File: config.mk
export PLATFORM = sky130hd
export DESIGN_NAME = link_slave_rx
export DESIGN_NICKNAME = d
export VERILOG_FILES = /design/src/rtl/link_slave_rx.sv
export SDC_FILE = /design/constraint.sdc
export NUM_CORES = 1
export LEC_CHECK = 0
export CORE_AREA = 2 2 80 82
export CTS_BUF_LIST = sky130_fd_sc_hd__clkbuf_4
export CTS_CLUSTER_DIAMETER = 100
export DETAILED_ROUTE_END_ITERATION = 10
export DIE_AREA = 0 0 82 84
export PLACE_DENSITY_LB_ADDON = 0.1
export SYNTH_ARGS = -nofsm -noshare
export SYNTH_HDL_FRONTEND = slang
export SYNTH_SLANG_ARGS = --single-unit
File: constraint.sdc
create_clock -name clk -period 1.9 [get_ports clk]
set_input_delay 0.57 -clock clk [delete_from_list [all_inputs] [get_ports clk]]
set_output_delay 0.57 -clock clk [all_outputs]
set_load 0.03 [all_outputs]
File: src/rtl/link_slave_rx.sv
// Receive side of the 4-phase req/ack byte link: captures one byte per handshake and assembles bursts.
// Latency: ack rises ACK_DELAY edges after req is first sampled high (same edge when ACK_DELAY=0).
// Backpressure: ack is held until ACK_HOLD cycles have elapsed and req has dropped; the master waits on ack.
//
// Ports:
//   clk, rst     clock (rising edge) and synchronous active-high reset
//   req, data_in request and byte from the link master (data_in sampled once per handshake)
//   ack          acknowledge back to the master
//   last_byte    most recently accepted byte; byte_valid pulses when it updates
//   byte_idx     slot that the next accepted byte will fill
//   burst_data   assembled burst, slot i at [i*DATA_W +: DATA_W]; burst_done pulses on the last slot
//   burst_cnt    completed bursts (wraps); proto_err sticky flag for req dropping before ack
module link_slave_rx #(
    parameter int DATA_W    = 8,
    parameter int BURST_LEN = 4,
    parameter int ACK_DELAY = 2,
    parameter int ACK_HOLD  = 1
) (
    input  logic                          clk,
    input  logic                          rst,
    input  logic                          req,
    input  logic [DATA_W-1:0]             data_in,
    output logic                          ack,
    output logic [DATA_W-1:0]             last_byte,
    output logic                          byte_valid,
    output logic [$clog2(BURST_LEN)-1:0]  byte_idx,
    output logic [BURST_LEN*DATA_W-1:0]   burst_data,
    output logic                          burst_done,
    output logic [7:0]                    burst_cnt,
    output logic                          proto_err
);

    localparam int IDX_W = $clog2(BURST_LEN);

    localparam logic [1:0] S_IDLE     = 2'd0;
    localparam logic [1:0] S_WAIT_DLY = 2'd1;
    localparam logic [1:0] S_ACK_HI   = 2'd2;

    // dly_cnt is cleared on the capture edge, so ack must rise when it reaches ACK_DELAY-1.
    localparam logic [3:0]       DLY_LAST = (ACK_DELAY == 0) ? 4'd0 : 4'(ACK_DELAY - 1);
    localparam logic [3:0]       HOLD_MIN = 4'(ACK_HOLD);
    localparam logic [IDX_W-1:0] IDX_LAST = IDX_W'(BURST_LEN - 1);

    logic [1:0]                  state_q, state_d;
    logic [DATA_W-1:0]           cap_q, cap_d;
    logic [3:0]                  dly_cnt_q, dly_cnt_d;
    logic [3:0]                  hold_cnt_q, hold_cnt_d;
    logic                        ack_q, ack_d;
    logic                        proto_err_q, proto_err_d;
    logic [DATA_W-1:0]           last_byte_q, last_byte_d;
    logic                        byte_valid_q, byte_valid_d;
    logic                        burst_done_q, burst_done_d;
    logic [IDX_W-1:0]            idx_q, idx_d;
    logic [BURST_LEN*DATA_W-1:0] burst_q, burst_d;
    logic [7:0]                  burst_cnt_q, burst_cnt_d;

    // Ack-rise event and the byte it delivers (data_in directly when there is no delay).
    logic                        rise;
    logic [DATA_W-1:0]           rise_byte;

    always_comb begin
        state_d     = state_q;
        cap_d       = cap_q;
        dly_cnt_d   = dly_cnt_q;
        hold_cnt_d  = hold_cnt_q;
        ack_d       = ack_q;
        proto_err_d = proto_err_q;
        rise        = 1'b0;
        rise_byte   = cap_q;

        case (state_q)
            S_IDLE: begin
                if (req) begin
                    cap_d = data_in;
                    if (ACK_DELAY == 0) begin
                        rise      = 1'b1;
                        rise_byte = data_in;
                    end else begin
                        dly_cnt_d = 4'd0;
                        state_d   = S_WAIT_DLY;
                    end
                end
            end
            S_WAIT_DLY: begin
                if (!req) begin
                    // Master abandoned the handshake: byte dropped, link stays usable.
                    proto_err_d = 1'b1;
                    state_d     = S_IDLE;
                end else if (dly_cnt_q == DLY_LAST) begin
                    rise = 1'b1;
                end else begin
                    dly_cnt_d = dly_cnt_q + 4'd1;
                end
            end
            S_ACK_HI: begin
                if ((hold_cnt_q >= HOLD_MIN) && !req) begin
                    ack_d   = 1'b0;
                    state_d = S_IDLE;
                end else if (hold_cnt_q != 4'hF) begin
                    hold_cnt_d = hold_cnt_q + 4'd1;
                end
            end
            default: state_d = S_IDLE;
        endcase

        // hold_cnt starts at 1: by the next edge ack will have been high for one cycle.
        if (rise) begin
            ack_d      = 1'b1;
            hold_cnt_d = 4'd1;
            state_d    = S_ACK_HI;
        end
    end

    always_comb begin
        last_byte_d  = last_byte_q;
        byte_valid_d = rise;
        burst_done_d = 1'b0;
        idx_d        = idx_q;
        burst_d      = burst_q;
        burst_cnt_d  = burst_cnt_q;

        if (rise) begin
            last_byte_d = rise_byte;
            for (int i = 0; i < BURST_LEN; i++) begin
                if (IDX_W'(i) == idx_q) begin
                    burst_d[i*DATA_W +: DATA_W] = rise_byte;
                end
            end
            if (idx_q == IDX_LAST) begin
                idx_d        = '0;
                burst_done_d = 1'b1;
                burst_cnt_d  = burst_cnt_q + 8'd1;
            end else begin
                idx_d = idx_q + IDX_W'(1);
            end
        end
    end

    always_ff @(posedge clk) begin
        if (rst) begin
            state_q      <= S_IDLE;
            cap_q        <= '0;
            dly_cnt_q    <= '0;
            hold_cnt_q   <= '0;
            ack_q        <= 1'b0;
            proto_err_q  <= 1'b0;
            last_byte_q  <= '0;
            byte_valid_q <= 1'b0;
            burst_done_q <= 1'b0;
            idx_q        <= '0;
            burst_q      <= '0;
            burst_cnt_q  <= '0;
        end else begin
            state_q      <= state_d;
            cap_q        <= cap_d;
            dly_cnt_q    <= dly_cnt_d;
            hold_cnt_q   <= hold_cnt_d;
            ack_q        <= ack_d;
            proto_err_q  <= proto_err_d;
            last_byte_q  <= last_byte_d;
            byte_valid_q <= byte_valid_d;
            burst_done_q <= burst_done_d;
            idx_q        <= idx_d;
            burst_q      <= burst_d;
            burst_cnt_q  <= burst_cnt_d;
        end
    end

    assign ack        = ack_q;
    assign last_byte  = last_byte_q;
    assign byte_valid = byte_valid_q;
    assign byte_idx   = idx_q;
    assign burst_data = burst_q;
    assign burst_done = burst_done_q;
    assign burst_cnt  = burst_cnt_q;
    assign proto_err  = proto_err_q;

endmodule
==> results_dict.tcl <==
set metrics [dict create \
    fmax_mhz 546 \
    wl_met1_um 3350 \
    setup_tns_ps 0 \
    synth_edf_count 0 \
    maxSlewHeadroom_pct 71.2 \
    synthCells 345 \
    rows 29 \
    cts_tree "yes" \
    cts_sinks 72 \
    area_growth_pct 29.8 \
    worstPathRequired_ps 1330 \
    finalNonFillerCells 499 \
    whs_ps 457 \
    hold_viol 0 \
    clk_pin_slew_ps 110 \
    rsz0062_at_grt "no" \
    synthArstFlopShare_pct 0 \
    grt-ovfl-total 0 \
    worstMarginPinSlew_ps 431 \
    cp_max_fo 5 \
    synth_fp_nets 366 \
    first_pass_iters 7 \
    routed_wl_um 7150 \
    yosysTopAreaCell "dfxtp_1" \
    place.gp.congestion 0.760 \
    fin_crit_ps 1830 \
    antenna_found_initial 0 \
    dp_cells 482 \
    fin_util_pct 62.0 \
    nFillCells 582 \
    drc 0 \
    worstSetupPathType "reg -> out" \
    n_antenna_cell 0 \
    nets 438 \
    finalSetupViolations 0 \
    yosysWarnings 0 \
    slew_viol_final 0 \
    ys_types 39 \
    io_buffers 64 \
    pin_count 65 \
    antenna_left 0 \
    final_cell_area_um2 3780 \
    synth_top_area_share_pct 49.5 \
    core_area_um2 6100 \
    num_vias 2668 \
    synth.ff_latch_count 72 \
    status "completed" \
    drtIter0Drc 199 \
    synth_common_cells "72 x dfxtp_1, 64 x nand2_1, 60 x a21oi_1, 40 x nand3_1, 14 x clkbuf_1" \
    clock_skew_ps 8.42 \
    critPathSlowestCell "dfxtp_1" \
    placed_cell_area_um2 3710 \
    ctsRootBufferMaster "clkbuf_4" \
    netlist_area_um2 2910 \
    holdCritPathClass "reg -> reg" \
    yosysSeqAreaShare_pct 49.5 \
    path_cells "dlygate4sd2_1" \
    drv_cap 0 \
    synth_area_per_cell_um2 8.44 \
    drt-wirelength-per-cell_um 14.3 \
    grt_max_degree 47 \
    via_per_inst 5.35 \
    critical_path_buf_inv_count 1 \
    die_area_um2 6890 \
    h-tree-depth 3 \
    grt_pass1_wl_um 11500 \
    cts_buffers 9 \
    yosysMostFrequentCell "dfxtp_1" \
    crit_path_start_kind "flop" \
    die-width_um 82 \
    dr.max_layer_used "met4" \
    clk_latency_ps 410 \
    dr_wl_met3_um 375 \
    layout_worst_path_cycle_share_pct 96.3 \
    slowest_delay_ps 430 \
    critical_path_arrival_ps 1260 \
    clk_path_buf_depth 2 \
    cts_hold_buffers 0 \
    grt_usage_pct 22.0 \
    worstSetupEndpointType "primary output" \
    hpwl_um 4990 \
    grt_pass1_vias 2393 \
    drive_above_1_share_pct 9.72 \
    ys.flop_type "dfxtp_1" \
    synthTopCellsByArea "dfxtp_1 50%, a21oi_1 10%, nand2_1 8.3%" \
    powerDensity_nw_per_um2 686 \
    start_util_pct 47.8 \
    die_h_um 84 \
    power_leakage_nw 1.62 \
    crit_family "flip-flops" \
    dr_wl_met2_um 3320 \
    ir_worst_vdd_v 0.000457 \
]
==> routing by layer <==
metal,track usage (%),vias up
met1,30.7,1257
li1,-,1332
met4,9.70,0
met2,32.7,67
met5,0,-
met3,4.00,12
==> registers in the layout (all words and copies together) (netlist names) <==
register	count
burst_done	1
proto_err	1
state_q	2
last_byte	8
burst_data	32
hold_cnt_q	4
dly_cnt_q	4
byte_valid	1
byte_idx	2
ack	1
burst_cnt	8
cap_q	8
==> through the flow <==
| step | setup slack [ps] | total power, mW |
|---|---|---|
| after CTS | 13.7 | 2.61 |
| after global placement | -236 | 1.72 |
| after global routing | 6.91 | 2.69 |
| final | 69.4 | 2.59 |
| after floorplan | 174 | 1.64 |
| after detailed placement | -252 | 1.72 |
==> cells by family (layout without fill, tap and decap cells) <==
kind of cell	count (synthesis)	count (layout)	synth area share, %
adder cells (fa/ha/maj)	10	10	4.30
flip-flops	72	72	49.5
multiplexers	1	1	0.344
AND/OR/NAND/NOR	143	143	23.9
AO/OA/AOI/OAI	83	83	15.4
buffers and inverters	31	108	5.03
XOR/XNOR	5	5	1.50
==> layout by cell type (no fill, tap or decap), types with 7 or more instances in the layout <==
cell	synthesis	routed
clkbuf_4	0	10
inv_1	7	7
nand2_1	64	64
dlygate4sd2_1	0	53
a21oi_1	60	60
nor2_1	12	12
ha_1	10	10
clkdlybuf4s50_1	0	9
o21ai_0	13	13
dfxtp_1	72	71
nand3_1	40	40
buf_4	5	18
==> report_power, final <==
group / switching, mW / internal (mW)
clock network: 0.509 / 0.398
registers: 0.0292 / 1.52
logic: 0.0733 / 0.0616
==> final timing paths <==
kind | from | end | slack, ps | cells after the start
worst min register to register | burst_data[5] | burst_data[5] | 460 | 2
worst max register to register | dly_cnt_q[1] | dly_cnt_q[2] | 90 | 6
worst max-delay path | byte_idx[1] | byte_idx[1] | 70 | 1
worst min-delay path | burst_data[5] | burst_data[5] | 460 | 2
==> what timing repair did <==
action	4_1_cts	5_1_grt
buffers inserted	0	1
pin swaps	0	1
setup endpoints to repair	54	8
resized for setup	54	4
==> final cells by class <==
class / count / area, um^2 / share of cell area [%]
sequential: 72 / 1440 / 38.2
multi-input combinational: 242 / 1330 / 35.2
timing repair buffer: 85 / 759 / 20.1
tap: 77 / 96.3 / 2.55
clock buffer: 10 / 75.1 / 1.99
clock inverter: 6 / 50.0 / 1.32
inverter: 7 / 26.3 / 0.695
Power figures use the tool's default switching activity.
